File: src/rtl/gayle_pkg.sv
// Shared types and constants for the Gayle IDE PIO transfer sequencer.
package gayle_pkg;

  localparam int SECTOR_WORDS_DEF = 256;

  localparam logic DIR_RD = 1'b0;
  localparam logic DIR_WR = 1'b1;

  typedef enum logic [1:0] {
    ST_IDLE,
    ST_FILL,
    ST_XFER,
    ST_DRAIN
  } xfer_state_e;

  // A sector count of 0 on the task file means a full 256-sector transfer.
  function automatic logic [8:0] sector_load(input logic [7:0] count);
    return (count == 8'd0) ? 9'd256 : {1'b0, count};
  endfunction

endpackage

File: src/rtl/gayle_sec_cnt.sv
// Loadable 9-bit down-counter holding the remaining sector count.
module gayle_sec_cnt (
  input  logic       clk,
  input  logic       reset_n,
  input  logic       en,
  input  logic       clr,
  input  logic       load,
  input  logic [8:0] load_val,
  input  logic       dec,
  output logic [8:0] count,
  output logic       zero,
  output logic       one
);

  logic [8:0] cnt_q, cnt_d;

  always_comb begin
    cnt_d = cnt_q;
    if (clr)       cnt_d = '0;
    else if (load) cnt_d = load_val;
    else if (dec)  cnt_d = cnt_q - 9'd1;
  end

  // NOTE: sequential state is updated with non-blocking assignments only,
  // so every flop samples the pre-edge values of its neighbours.
  always_ff @(posedge clk or negedge reset_n) begin
    if (!reset_n)  cnt_q <= '0;
    else if (en)   cnt_q <= cnt_d;
  end

  assign count = cnt_q;
  assign zero  = (cnt_q == 9'd0);
  assign one   = (cnt_q == 9'd1);

endmodule

File: src/rtl/gayle_xfer_seq.sv
// PIO transfer sequencer between the Gayle register decoder and the sector FIFO.
// Define GAYLE_XFER_ERR_EN to build the sticky protocol-error flag.
module gayle_xfer_seq
  import gayle_pkg::*;
#(
  parameter int SECTOR_WORDS = SECTOR_WORDS_DEF
) (
  input  logic       clk,
  input  logic       reset_n,
  input  logic       clk7_en,
  input  logic       cmd_start,
  input  logic       cmd_dir,
  input  logic [7:0] cmd_count,
  input  logic       abort,
  input  logic       cpu_data_rd,
  input  logic       cpu_data_wr,
  input  logic       irq_ack,
  input  logic       fifo_full,
  input  logic       fifo_empty,
  input  logic       fifo_last,
  output logic       fifo_rd,
  output logic       fifo_wr,
  output logic       fifo_clr,
  output logic       drq,
  output logic       busy,
  output logic       hst_req,
  output logic       irq,
  output logic [8:0] sectors_left,
  output logic       err
);

  localparam logic [7:0] LAST_WORD = 8'(SECTOR_WORDS - 1);

  xfer_state_e state_q, state_d;
  logic        dir_q, dir_d;
  logic [7:0]  word_cnt_q, word_cnt_d;
  logic        drq_q, drq_d;
  logic        busy_q, busy_d;
  logic        hst_req_q, hst_req_d;
  logic        irq_q, irq_d;
  logic        fifo_clr_q, fifo_clr_d;

  logic sec_clr, sec_load, sec_dec, sec_zero, sec_last, sector_done;

  // Strobes pass straight through, gated only by the registered drq.
  assign fifo_rd = cpu_data_rd & drq_q & (dir_q == DIR_RD);
  assign fifo_wr = cpu_data_wr & drq_q & (dir_q == DIR_WR);

  // NOTE: every variable written here gets a default first, so no path
  // through the block leaves one unassigned and no latch is inferred.
  always_comb begin
    state_d     = state_q;
    dir_d       = dir_q;
    word_cnt_d  = word_cnt_q;
    drq_d       = drq_q;
    busy_d      = busy_q;
    hst_req_d   = hst_req_q;
    irq_d       = irq_q;
    fifo_clr_d  = 1'b0;
    sec_clr     = 1'b0;
    sec_load    = 1'b0;
    sector_done = 1'b0;

    unique case (state_q)
      ST_IDLE: if (cmd_start) begin
        fifo_clr_d = 1'b1;
        sec_load   = 1'b1;
        word_cnt_d = '0;
        busy_d     = 1'b1;
        dir_d      = cmd_dir;
        state_d    = (cmd_dir == DIR_RD) ? ST_FILL : ST_XFER;
        hst_req_d  = (cmd_dir == DIR_RD);
        drq_d      = (cmd_dir == DIR_WR);
      end
      ST_FILL: if (fifo_full) begin
        state_d   = ST_XFER;
        hst_req_d = 1'b0;
        drq_d     = 1'b1;
      end
      ST_XFER: begin
        if (dir_q == DIR_RD) begin
          if (fifo_rd && fifo_last) begin
            sector_done = 1'b1;
            drq_d       = 1'b0;
            state_d     = sec_last ? ST_IDLE : ST_FILL;
            busy_d      = !sec_last;
            hst_req_d   = !sec_last;
          end
        end else if (fifo_wr) begin
          word_cnt_d = word_cnt_q + 8'd1;
          if (word_cnt_q == LAST_WORD) begin
            word_cnt_d = '0;
            state_d    = ST_DRAIN;
            drq_d      = 1'b0;
            hst_req_d  = 1'b1;
          end
        end
      end
      ST_DRAIN: if (fifo_empty) begin
        sector_done = 1'b1;
        hst_req_d   = 1'b0;
        state_d     = sec_last ? ST_IDLE : ST_XFER;
        busy_d      = !sec_last;
        drq_d       = !sec_last;
      end
      default: state_d = ST_IDLE;
    endcase

    // Abort overrides everything above, including a start in the same cycle.
    if (abort) begin
      state_d     = ST_IDLE;
      busy_d      = 1'b0;
      drq_d       = 1'b0;
      hst_req_d   = 1'b0;
      fifo_clr_d  = 1'b1;
      sec_clr     = 1'b1;
      sec_load    = 1'b0;
      sector_done = 1'b0;
    end else begin
      if (irq_ack)     irq_d = 1'b0;
      if (sector_done) irq_d = 1'b1;
    end
  end

  assign sec_dec = sector_done & ~sec_zero;

  always_ff @(posedge clk or negedge reset_n) begin
    if (!reset_n) begin
      state_q    <= ST_IDLE;
      dir_q      <= DIR_RD;
      word_cnt_q <= '0;
      drq_q      <= 1'b0;
      busy_q     <= 1'b0;
      hst_req_q  <= 1'b0;
      irq_q      <= 1'b0;
      fifo_clr_q <= 1'b0;
    end else if (clk7_en) begin
      state_q    <= state_d;
      dir_q      <= dir_d;
      word_cnt_q <= word_cnt_d;
      drq_q      <= drq_d;
      busy_q     <= busy_d;
      hst_req_q  <= hst_req_d;
      irq_q      <= irq_d;
      fifo_clr_q <= fifo_clr_d;
    end
  end

  gayle_sec_cnt u_sec_cnt (
    .clk      (clk),
    .reset_n  (reset_n),
    .en       (clk7_en),
    .clr      (sec_clr),
    .load     (sec_load),
    .load_val (sector_load(cmd_count)),
    .dec      (sec_dec),
    .count    (sectors_left),
    .zero     (sec_zero),
    .one      (sec_last)
  );

`ifdef GAYLE_XFER_ERR_EN
  logic err_q, err_d;

  always_comb begin
    err_d = err_q;
    if ((cpu_data_rd || cpu_data_wr) && !drq_q && busy_q) err_d = 1'b1;
    if (state_q == ST_XFER &&
        ((dir_q == DIR_RD && cpu_data_wr) || (dir_q == DIR_WR && cpu_data_rd)))
      err_d = 1'b1;
    if (cmd_start && busy_q) err_d = 1'b1;
    if (cmd_start && !abort && state_q == ST_IDLE) err_d = 1'b0;
  end

  always_ff @(posedge clk or negedge reset_n) begin
    if (!reset_n)     err_q <= 1'b0;
    else if (clk7_en) err_q <= err_d;
  end

  assign err = err_q;
`else
  assign err = 1'b0;
`endif

  assign drq      = drq_q;
  assign busy     = busy_q;
  assign hst_req  = hst_req_q;
  assign irq      = irq_q;
  assign fifo_clr = fifo_clr_q;

endmodule

File: config.mk
export PLATFORM = sky130hd
export DESIGN_NAME = gayle_xfer_seq
export DESIGN_NICKNAME = d
export VERILOG_FILES = /design/src/rtl/gayle_pkg.sv /design/src/rtl/gayle_sec_cnt.sv /design/src/rtl/gayle_xfer_seq.sv
export SDC_FILE = /design/constraint.sdc
export NUM_CORES = 1
export LEC_CHECK = 0
export CORE_MARGIN = 4
export CORE_UTILIZATION = 45
export CTS_CLUSTER_DIAMETER = 30
export DETAILED_ROUTE_END_ITERATION = 8
export HOLD_SLACK_MARGIN = 0.06
export PLACE_DENSITY = 0.71
export SLEW_MARGIN = 20
export SYNTH_ARGS = -nofsm -noshare
export SYNTH_HDL_FRONTEND = slang
export SYNTH_SLANG_ARGS = --single-unit
export TNS_END_PERCENT = 100
File: constraint.sdc
create_clock -name clk -period 1.9 [get_ports clk]
set_input_delay 0.285 -clock clk [delete_from_list [all_inputs] [get_ports clk]]
set_output_delay 0.285 -clock clk [all_outputs]
set_load 0.1 [all_outputs]
==> results of run 1 <==
==> cell families (layout without fill, tap and decap cells) <==
kind of cell,Yosys count,after routing,synth area share (%)
simple gates,73,73,26.25
compound gates,50,50,24.28
flops,24,24,36.42
buf+inv,17,73,5.387
mux,6,6,4.097
fa+ha+maj,3,3,2.276
xor+xnor,2,2,1.062
other cells,1,1,0.2274
==> state kept, by name (all words and copies together), names as in the netlist <==
name / cells
u_sec_cnt.count: 9
word_cnt_q: 8
busy: 1
dir_q: 1
drq: 1
fifo_clr: 1
hst_req: 1
irq: 1
state_q: 1
==> power by group through the flow <==
stage / clock network, W / registers (W) / logic (W)
after floorplan: 0 / 0.00170 / 0.00102
after global placement: 0 / 0.000897 / 0.00257
after detailed placement: 0 / 0.000908 / 0.00261
after CTS: 0.000464 / 0.000899 / 0.00262
after global routing: 0.000491 / 0.000931 / 0.00281
final: 0.000451 / 0.000902 / 0.00266
==> per-layer routing <==
metal	vias up	global-route usage, %	share of wire [%]
li1	786	-	-
met1	778	27.60	43
met2	59	35.88	50
met4	0	5.459	0.85
met3	8	5.024	6.1
met5	-	0	0
==> worst paths after layout <==
check,from,to,slack (ns)
max in group asynchronous,reset_n,u_sec_cnt.count[7],1.25
min in group clk,irq,irq,0.53
worst min register to register,irq,irq,0.53
worst max register to register,u_sec_cnt.count[0],u_sec_cnt.count[1],0.03
worst min-delay path,reset_n,dir_q,0.38
worst max-delay path,u_sec_cnt.count[0],u_sec_cnt.count[1],0.03
==> synthesized netlist by cell type, drive strengths merged (2+ instances only) <==
cell type	count
a211oi	2
a21oi	10
and3	5
buf	6
dfrtp	24
ha	3
inv	10
mux2	3
mux2i	3
nand2	16
nand2b	5
nand3	9
nand4	2
nor2	7
nor3	4
nor4	8
o211ai	3
o21ai	11
o221ai	2
o2bb2ai	2
o311ai	3
o31ai	2
o32a	2
o32ai	3
o41ai	2
or2	4
or3	3
or4	2
xnor2	2
==> final cells by class <==
type | instances | area share, %
Clock buffer | 3 | 1.742
Clock inverter | 1 | 1.267
Sequential cell | 24 | 26.66
Timing Repair Buffer | 59 | 23.86
Inverter | 10 | 1.690
Multi-Input combinational cell | 135 | 42.34
Tap cell | 46 | 2.429
==> worst max-delay path, stage by stage, from the launching register on <==
cell and delay [ns]:
dfrtp_4 0.49, inv_2 0.07, ha_4 0.12, or4b_4 0.47
nor3_4 0.14, o21a_2 0.29, mux2i_1 0.21
==> per-stage QoR <==
stage               util, %  hold WS [ns]  area [sq um]
floorplan                 -      -0.01059          1715
global placement      66.45        0.4970          2287
detailed placement    66.45        0.5156          2287
CTS                   68.56        0.3849          2360
global route          68.85        0.4067          2370
finish                68.85        0.3753          2370
==> cells in the final DEF (no fill, tap or decap), types with 3 or more instances in the layout <==
master           count
buf_4               34
clkdlybuf4s50_1     19
nand2_1             16
dfrtp_1             13
a21oi_1             10
o21ai_0              9
nand3_1              9
inv_1                8
nor4_1               7
dfrtp_4              7
buf_12               6
nor2_1               5
nand2b_1             4
and3_1               4
dfrtp_2              4
nor3_1               3
o311ai_1             3
or2_2                3
mux2i_1              3
clkbuf_8             3
==> repair_timing <==
action                                  4_1_cts  5_1_grt
resized for setup                             2        5
setup buffers                                 0        0
endpoints found under the setup margin        9       11
gates cloned                                  0        0
hold buffers                                  0        0
==> results.md, run 1 <==
- The tool flagged a number of max-cap violations equal to 0.
- Based on the critical path, the design can be clocked at up to 534.3 MHz.
- The count of endpoints failing setup in the final report is 0.
- The highest net fanout along the worst path is 9.
- The net switching component of the power is 0.002071 W.
- The deepest level of the CTS H-tree is 1.
- The internal power of the cells totals 0.001937 W.
- The proportion of layout cells with a drive suffix above 1 is 35.78%.
- The overall power of the completed layout is 0.004008 W.
- The non-filler instance count after layout is 278.
- The first global-routing pass estimated 7693 um of wire.
- After detailed routing, the average wire length per cell comes to 16.58 um.
- The clock-pin transition on the worst setup and hold timing paths is 0.09 ns.
- The clock passes through at most 2 buffers.
- Across the routed clock network, the largest skew measured is 0.003704 ns.
- Measured along the y axis, the die boundary spans 68.54 um.
- The sequential cell area is 631.9 sq um.
- Summing all multi-input logic gate instances after layout gives 0.001003 sq mm.
- Headroom to the max-slew limit came out at 65.78%.
- Combinational cells account for 66.3% of the total power.
- The total I/O pin count is 37.
- The average footprint of a synthesized cell is 9.370 sq um.
- Summed over all cells, the static leakage comes to 0.9665 nW.
- The remaining antenna violation count after routing is 0.
- During synthesis, Yosys emitted a total of 0 warnings.
- The final number of hold-violating endpoints came to 0.
- The synthesized design spends more area on one cell type than any other, namely dfrtp_1.
- The type of the most critical hold path is input port to async pin.
- STA puts the critical path data arrival time at 2.07 ns.
- For this configuration, the core starts out at a cell density of 47.91%.
- After detailed routing, the number of vias per cell comes to 5.867.
- For this run, design rule violations remaining after detail routing come to 0.
- The number of detailed-route iterations in the first pass is 4.
- The flip-flop and latch count after synthesis is 24.
- The number of nets in the synthesized netlist is 199.
- Among all flip-flop cells after synthesis, the most frequent one is dfrtp_1.
- Across the VDD grid, the largest voltage drop is 1.029 mV.
- The fraction of registers with async set or reset after synthesis is 100.0%.
- The final max-slew violation count is 0.
- The layout has 263 filler cells.
- In this run, distinct cell masters in the synthesized netlist total 59.
- The routability congestion estimate is 0.9333.
- The data required time of the critical path is 2.09 ns.
- The clock drives 24 sinks.
- The final cycle utilization of the critical path is 98.51%.
- The buffer type at the clock tree root is clkbuf_8.
- The count of antenna diodes in the layout is 0.
- The post-layout minimum cycle time is 1.872 ns.
- The total grt overflow is 0.
- The detailed router placed 1631 vias in this run.
- The critical path is of the register to register type.
- The detailed router's first-iteration violation count is 150.
- The cell area power density is 1691 mW/mm^2.
- The area of the core is 0.003442 sq mm.
- Setup repair after global routing could not meet its margin everywhere.
- At the pin with the least slew margin, the transition time is 0.5066 ns.
- In the post-route analysis, the smallest setup slack over all paths is 0.02836 ns.
- The number of enable flip-flop cells after synthesis is 0.
- The net total in the final layout is 256.
- The setup total negative slack is 0 ns.
- The die footprint is 0.004697 sq mm.
- The via count of the first global-routing pass is 1689.
- The flow ran to the end, and the final reports show no timing, DRC or antenna violations.
- The floorplan has 21 rows.
- During placement, the flow inserted port buffers numbering 35.
- Entering global routing, the biggest net connects 25 pins.
- The proportion of power drawn by the clock network is 11.2%.
- Of the total power, the share spent switching nets is 51.67%.
- Global routing used 21.41% of the available tracks across all layers.
- The relative contribution of sequential cells to total power is 22.5%.
- The clock tree from TritonCTS is yes.
- The synthesized design devotes to its leading area cell type 36.42% of total area.
- The portion of the post-synthesis area used by sequential elements is 36.42%.
- The combined area of all synthesized cells is 0.001649 sq mm.
- The number of antenna violations at the first check in global routing came to 0.
- The later pin in the worst-skew pair is clocked with a latency of 0.27 ns.
- The routed design has 4608 um of wire.
- The half-perimeter wire length of the detailed placement result is 3534 um.
- The number of buffers created by CTS is 3.
- Synthesis handed over a netlist of 176 instances.
- Before CTS, the worst setup slack after placement is -0.1181 ns.
- STA classifies the critical path startpoint as a register.
- The logic depth of the worst register-to-register path is 6.
- The die is 68.54 um wide.
- The cell total after placement is 274.
- The category of the worst setup path capture point is a register.
- Ranked by total cell area, the synthesized netlist is headed by dfrtp_1 (36%), nand2_1 (3.6%), a21oi_1 (3.0%).
- Relative to the synthesized area, the layout overhead comes to 43.70%.
Note: power is estimated with default switching activity, not from simulation.
==> run 2: changes to the inputs <==
Settings changed: PLACE_DENSITY 0.71 to 0.79.
==> run 2 against run 1 <==
Via count is 3.9% higher. Cell count is 1.1% lower. Count of clock-buffer cells in the layout stayed put. Clock skew is 0.0019 ns lower. Register-to-register slack hardly changed. Power is 2.8% higher. Final area is 0.69% higher. Critical path depth stayed put. Critical endpoint is now u_sec_cnt.count[8]. Largest cell class unchanged. Largest power group unchanged.
==> results.md, run 2 (same netlist as run 1, synthesis figures left out) <==
- Outcome: complete, no violations (unchanged).
- The sum of buffers and inverters on the critical path is 2 (was 1).
- The overall power of the completed layout is 0.004122 W (was 0.004008 W).
- The die boundary width came to 68.54 um (unchanged).
- The cell area power density is 1727 mW/mm^2 (was 1691 mW/mm^2).
- The cell with the largest stage delay on the worst path was dfrtp_4 (unchanged).
- The number of buffers created by CTS is 3 (unchanged).
- The total routed wirelength is 4836 um (was 4608 um).
- The switching share of power is 52.15% (was 51.67%).
- The total grt overflow is 0 (unchanged).
- The internal power came to 0.001972 W (was 0.001937 W).
- The type of the worst setup path was register to register (unchanged).
- The most common cell after layout, fill and taps aside is buf_4 (unchanged).
- The reg-to-reg critical path endpoint is u_sec_cnt.count[8] (was u_sec_cnt.count[1]).
- The logic depth of the worst register-to-register path is 6 (unchanged).
- The setup total negative slack is 0 ns (unchanged).
- The count of input and output buffers came to 35 (unchanged).
- The largest net degree at the start of global routing was 25 (unchanged).
- The deepest level of the CTS H-tree came to 1 (unchanged).
- The largest buffer count on any clock path is 2 (unchanged).
- The remaining antenna violation count after routing is 0 (unchanged).
- The non-filler instance count after layout is 275 (was 278).
- The number of antenna violations at the first check in global routing is 0 (unchanged).
- The vias after detailed routing is 1694 (was 1631).
- The net total in the final layout was 253 (was 256).
- The final cycle utilization of the critical path is 99.26% (was 98.51%).
- The die boundary height is 68.54 um (unchanged).
- The total I/O pin count is 37 (unchanged).
- RSZ-0062 raised after global routing: yes (unchanged).
- The die footprint was 0.004697 sq mm (unchanged).
- The flip-flop count of the largest register after layout is 9 (unchanged).
- The count of endpoints failing setup in the final report came to 0 (unchanged).
- The final worst setup slack is 0.01399 ns (was 0.02836 ns).
- The clock-pin transition on the worst setup and hold timing paths is 0.09 ns (about the same).
- The reg-to-reg startpoint is u_sec_cnt.count[0] (unchanged).
- The initial cell density of the core is 47.91% (unchanged).
- The cell total after placement came to 270 (was 274).
- The setup slack at placement is -0.1555 ns (was -0.1181 ns).
- The static leakage is 0.9650 nW (was 0.9665 nW).
- The via count of the first global-routing pass is 1670 (was 1689).
- The highest net fanout along the worst path is 3 (was 9).
- The half-perimeter wire length of the detailed placement result came to 3673 um (was 3534 um).
- The worst-skew pair later-pin latency came to 0.27 ns (about the same).
- The kind of start point of the critical path is a register (unchanged).
- The net switching component of the power is 0.002150 W (was 0.002071 W).
- The final standard cell area without fillers came to 0.002386 sq mm (was 0.002370 sq mm).
- The clock tree from TritonCTS is yes (unchanged).
- The count of antenna diodes in the layout is 0 (unchanged).
- The area of the core was 0.003442 sq mm (unchanged).
- The combinational cell fraction of total power was 66.1% (was 66.3%).
- The growth of design area from synthesis to finish is 44.69% (was 43.70%).
- The routability congestion estimate was 0.8954 (was 0.9333).
- The largest delay contributor family on the critical path is flip-flops (was simple AND/OR/NAND/NOR gates).
- The remaining design rule violation count is 0 (unchanged).
- The relative contribution of sequential cells to total power was 22.6% (was 22.5%).
- The final number of hold-violating endpoints came to 0 (unchanged).
- The data required time of the critical path is 2.05 ns (was 2.09 ns).
- The total routing resource utilization after global routing was 21.68% (was 21.41%).
- The instance area after placement is 0.002257 sq mm (was 0.002287 sq mm).
- The arrival time at the worst endpoint is 2.03 ns (was 2.07 ns).
- The wire length of the first global-routing pass is 7783 um (was 7693 um).
- The average routed wire per standard cell was 17.59 um (was 16.58 um).
- The via-per-instance ratio is 6.160 (was 5.867).
- The site row count is 21 (unchanged).
- The number of detailed-route iterations in the first pass is 4 (unchanged).
- The proportion of layout cells with a drive suffix above 1 came to 37.12% (was 35.78%).
- The post-layout minimum cycle time came to 1.886 ns (was 1.872 ns).
- The number of max-capacitance violations reported is 0 (unchanged).
- The fmax came to 530.2 MHz (was 534.3 MHz).
- Chain of cells forming the critical path: inv_2 > ha_4 > or4b_4 > buf_4 > o311ai_1 > o31ai_1 (was inv_2 > ha_4 > or4b_4 > nor3_4 > o21a_2 > mux2i_1).
- The category of the worst setup path capture point is a register (unchanged).
- The quantity of hold-fixing buffers added after cts came to 0 (unchanged).
- The reg-to-reg setup timing slack is 0.01 ns (was 0.03 ns).
- The buffer type at the clock tree root is clkbuf_8 (unchanged).
- The worst clock skew on the final layout was 0.001790 ns (was 0.003704 ns).
- The proportion of power drawn by the clock network was 11.2% (about the same).
- The detailed router's first-iteration violation count is 150 (unchanged).
- The type of the most critical hold path is input port to async pin (unchanged).
- Top library cells by usage in the layout, fill and taps aside: buf_4 (30), clkdlybuf4s50_1 (19), nand2_1 (16), dfrtp_1 (13), a21oi_1 (10) (was buf_4 (34), clkdlybuf4s50_1 (19), nand2_1 (16), dfrtp_1 (13), a21oi_1 (10)).
- The longest individual stage delay on the worst path is 0.49 ns (about the same).
- The number of clock sinks is 24 (unchanged).
- The final max-slew violation count is 0 (unchanged).
- The highest ir drop seen on vdd is 1.185 mV (was 1.029 mV).
run 2: area by class of cell:
class / instances / area, sq um
Sequential cell: 24 / 631.9
Fill cell: 259 / 1056
Multi-Input combinational cell: 135 / 1039
Clock inverter: 1 / 30.03
Inverter: 10 / 40.04
Clock buffer: 3 / 41.29
Tap cell: 46 / 57.56
Timing Repair Buffer: 56 / 546.8
run 2: per-stage QoR:
| step | util [%] | hold WS, ns |
|---|---|---|
| after floorplan | - | -0.01059 |
| after global placement | 65.58 | 0.5007 |
| after detailed placement | 65.58 | 0.5249 |
| after CTS | 67.68 | 0.3751 |
| after global routing | 69.32 | 0.4008 |
| final | 69.32 | 0.3577 |
run 2: worst max-delay path by stage:
stage / startpoint / to / cells after the start
after global routing: u_sec_cnt.count[1] / u_sec_cnt.count[8] / 6
after detailed placement: cpu_data_rd / u_sec_cnt.count[8] / 6
after global placement: cpu_data_rd / u_sec_cnt.count[5] / 6
after floorplan: u_sec_cnt.count[0] / u_sec_cnt.count[1] / 7
final: u_sec_cnt.count[0] / u_sec_cnt.count[8] / 6
after CTS: u_sec_cnt.count[0] / u_sec_cnt.count[1] / 6
run 2: repair_timing:
| item | 4_1_cts | 5_1_grt |
|---|---|---|
| setup endpoints to repair | 9 | 9 |
| resized for setup | 2 | 12 |
| setup buffers | 0 | 1 |
run 2: per-layer routing:
layer  vias up  wire length, um  track usage, %
li1        781                -               -
met1       839             2042           28.70
met2        60             2403           36.83
met3        14              272           2.431
met4         0              118           6.700
met5         -                0               0
run 2: power by group through the flow:
| stage | registers (W) | clock network (W) | logic, W |
|---|---|---|---|
| finish | 0.000933 | 0.000462 | 0.00273 |
| global placement | 0.000911 | 0 | 0.00253 |
| floorplan | 0.00170 | 0 | 0.00102 |
| global route | 0.000963 | 0.000485 | 0.00288 |
| detailed placement | 0.000929 | 0 | 0.00257 |
| CTS | 0.000921 | 0.000471 | 0.00259 |
==> run 3: changes to the inputs <==
Settings changed: ABC_AREA set to 1, CORE_MARGIN 4 to 1, SLEW_MARGIN 20 to unset.
==> run 3 against run 2 <==
Power fell by 2.7%. Global-route usage rose by 0.28 points. Via count rose by 5.0%. Wire length fell by 15%. Hold slack improved by 0.026 ns. Setup slack improved by 0.23 ns. Critical path depth rose by 4. Count of clock-buffer cells in the layout did not move. Synthesized area rose by 6.4%. Critical path type unchanged. Largest power group unchanged. Clock skew rose by 0.0023 ns.
==> results.md, run 3 <==
- The total grt overflow is 0 (unchanged).
- The highest ir drop seen on vdd came to 1.579 mV (was 1.185 mV).
- The growth of design area from synthesis to finish is 29.94% (was 44.69%).
- The instance area after placement was 0.002210 sq mm (was 0.002257 sq mm).
- The via-per-instance ratio is 5.068 (was 6.160).
- The static leakage is 1.147 nW (was 0.9650 nW).
- The number of buffers created by CTS was 3 (unchanged).
- The area of the core is 0.003689 sq mm (was 0.003442 sq mm).
- The number of max-capacitance violations reported is 0 (unchanged).
- The half-perimeter wire length of the detailed placement result is 3130 um (was 3673 um).
- The fmax is 602.9 MHz (was 530.2 MHz).
- The final standard cell area without fillers was 0.002281 sq mm (was 0.002386 sq mm).
- The number of antenna violations at the first check in global routing is 0 (unchanged).
- The largest net degree at the start of global routing is 25 (unchanged).
- The remaining design rule violation count is 0 (unchanged).
- The flip-flop and latch count after synthesis came to 24 (unchanged).
- The cell total after placement is 347 (was 270).
- The setup total negative slack was 0 ns (unchanged).
- The clock-pin transition on the worst setup and hold timing paths came to 0.09 ns (about the same).
- The gate count of the mapped netlist is 266 (was 176).
- Main area contributors after synthesis: dfrtp_1 (34%), nand2_1 (20%), nand3_1 (7.1%) (was dfrtp_1 (36%), nand2_1 (3.6%), a21oi_1 (3.0%)).
- The reg-to-reg startpoint is u_sec_cnt.count[0] (unchanged).
- The average routed wire per standard cell is 11.64 um (was 17.59 um).
- The final number of hold-violating endpoints is 0 (unchanged).
- The count of unique library cells instantiated by Yosys is 30 (was 59).
- The category of the worst setup path capture point is a register (unchanged).
- The combined area of all synthesized cells is 0.001755 sq mm (was 0.001649 sq mm).
- The buffer type at the clock tree root was clkbuf_8 (unchanged).
- The top cell type's share of synthesized area is 34.21% (was 36.42%).
- The detailed router's first-iteration violation count came to 128 (was 150).
- The kind of start point of the critical path is a register (unchanged).
- The number of nets in the synthesized netlist is 289 (was 199).
- The flip-flop count of the largest register after layout is 9 (unchanged).
- The site row count was 22 (was 21).
- The number of enable flip-flop cells after synthesis is 0 (unchanged).
- The reg-to-reg setup timing slack is 0.24 ns (was 0.01 ns).
- The average footprint of a synthesized cell is 6.599 sq um (was 9.370 sq um).
- The count of input and output buffers is 35 (unchanged).
- The die boundary width is 64.46 um (was 68.54 um).
- The sequential cell area is 608.1 sq um (was 631.9 sq um).
- The wire length of the first global-routing pass is 7293 um (was 7783 um).
- The worst-skew pair later-pin latency is 0.26 ns (was 0.27 ns).
- Most used standard cells in the synthesized netlist: nand2_1 (95), inv_1 (26), nor2_1 (26) (was dfrtp_1 (24), nand2_1 (16), a21oi_1 (10), inv_1 (10)).
- The non-filler instance count after layout is 351 (was 275).
- The post-cts resize count is 0 (was 2).
- The total routed wirelength was 4087 um (was 4836 um).
- The clock tree from TritonCTS is yes (unchanged).
- The final cycle utilization of the critical path is 87.30% (was 99.26%).
- The total I/O pin count was 37 (unchanged).
- The worst clock skew on the final layout is 0.004069 ns (was 0.001790 ns).
- RSZ-0062 raised after global routing: no (was yes).
- The portion of the post-synthesis area used by sequential elements came to 34.21% (was 36.42%).
- The fraction of registers with async set or reset after synthesis is 100.0% (unchanged).
- The remaining antenna violation count after routing was 0 (unchanged).
- The final max-slew violation count is 0 (unchanged).
- The data required time of the critical path was 2.11 ns (was 2.05 ns).
- The most frequent cell after synthesis is nand2_1 (was dfrtp_1).
- The deepest level of the CTS H-tree is 1 (unchanged).
- Top library cells by usage in the layout, fill and taps aside: nand2_1 (94), inv_1 (26), nor2_1 (25), nand3_1 (25), dfrtp_1 (20) (was buf_4 (30), clkdlybuf4s50_1 (19), nand2_1 (16), dfrtp_1 (13), a21oi_1 (10)).
- The type of the most critical hold path is input port to async pin (unchanged).
- The cell type with the highest aggregate area in the netlist is dfrtp_1 (unchanged).
- The proportion of layout cells with a drive suffix above 1 came to 15.84% (was 37.12%).
- The via count of the first global-routing pass is 1704 (was 1670).
- The number of post-CTS setup repair buffers is 0 (unchanged).
- The quantity of hold-fixing buffers added after cts came to 0 (unchanged).
- The highest net fanout along the worst path was 9 (was 3).
- The largest buffer count on any clock path is 2 (unchanged).
- The number of fill cells is 337 (was 259).
- The arrival time at the worst endpoint is 1.87 ns (was 2.03 ns).
- The reg-to-reg critical path endpoint is u_sec_cnt.count[4] (was u_sec_cnt.count[8]).
- The number of synthesis warnings is 0 (unchanged).
- The most common cell after layout, fill and taps aside is nand2_1 (was buf_4).
- The routability congestion estimate came to 0.8832 (was 0.8954).
- The initial cell density of the core is 47.59% (was 47.91%).
- The logic depth of the worst register-to-register path is 10 (was 6).
- The number of clock sinks is 24 (unchanged).
- The vias after detailed routing is 1779 (was 1694).
- The setup slack at placement is 0.1689 ns (was -0.1555 ns).
- The total routing resource utilization after global routing is 21.95% (was 21.68%).
- The type of the worst setup path is register to register (unchanged).
- The count of antenna diodes in the layout is 0 (unchanged).
- The number of detailed-route iterations in the first pass is 4 (unchanged).
- The net total in the final layout was 327 (was 253).
- The primary flip-flop cell chosen by synthesis mapping is dfrtp_1 (unchanged).
- The count of endpoints failing setup in the final report is 0 (unchanged).
- The footprint of the multi-input gates is 0.001006 sq mm (was 0.001039 sq mm).
- The utilization after layout is 61.84% (was 69.32%).
- The cell area power density is 1758 mW/mm^2 (was 1727 mW/mm^2).
- Outcome: complete, no violations (unchanged).
- The post-layout minimum cycle time is 1.659 ns (was 1.886 ns).
- The die boundary height is 64.46 um (was 68.54 um).
- The final worst setup slack is 0.2414 ns (was 0.01399 ns).
- The die footprint came to 0.004154 sq mm (was 0.004697 sq mm).
[run 3: worst max path at each step]
stage | slack [ns] | startpoint | end
finish | 0.24 | u_sec_cnt.count[0] | u_sec_cnt.count[4]
global route | 0.1 | u_sec_cnt.count[0] | u_sec_cnt.count[3]
CTS | 0.25 | u_sec_cnt.count[0] | u_sec_cnt.count[4]
detailed placement | 0.17 | cpu_data_rd | u_sec_cnt.count[1]
global placement | 0.18 | cpu_data_rd | u_sec_cnt.count[4]
floorplan | -0.04 | drq | u_sec_cnt.count[3]
[run 3: cell families after synthesis]
logic type | synth area share (%)
buffers and inverters | 9.836
AND/OR/NAND/NOR | 44.55
flip-flops | 34.21
AO/OA/AOI/OAI | 8.054
other | 0.2136
adder cells (fa/ha/maj) | 2.139
XOR/XNOR | 0.9980
[run 3: power breakdown]
group,total [W],switching [W],internal [W]
clock network,0.000448,0.000167,0.000281
logic,0.00260,0.00185,0.000749
registers,0.000965,0.000278,0.000686
total,0.00401,0.00229,0.00172
[run 3: final cells by class]
cell class,count,area share (%)
clock buffers,3,1.810
multi-input cells,203,44.10
well taps,48,2.633
clock inverters,1,1.317
inverters,34,5.595
repair buffers,38,17.88
flip-flops and latches,24,26.66
[run 3: worst max-delay path, stage by stage (launching register included)]
cell	delay (ns)
dfrtp_2	0.45
inv_1	0.13
ha_1	0.27
nand2_1	0.08
nor2_1	0.12
nand3_2	0.12
nand2_4	0.12
nand2_8	0.08
nand2_8	0.10
nand2_1	0.06
nand2_1	0.07
[run 3: metal layers]
metal,GRT usage [%],share of wire (%),vias to the layer above,routed length (um)
met4,5.278,0.83,0,34
li1,-,-,924,-
met1,28.95,48,799,1962
met3,2.817,4.3,4,174
met2,37.89,47,52,1916
met5,0,0,-,0
[run 3: stage by stage]
step,hold slack (ns),total power (W)
2_1_floorplan,-0.01059,0.002924
3_3_place_gp,0.4934,0.003518
3_5_place_dp,0.4966,0.003557
4_1_cts,0.3926,0.004017
5_1_grt,0.3965,0.004285
6_report,0.3838,0.004011
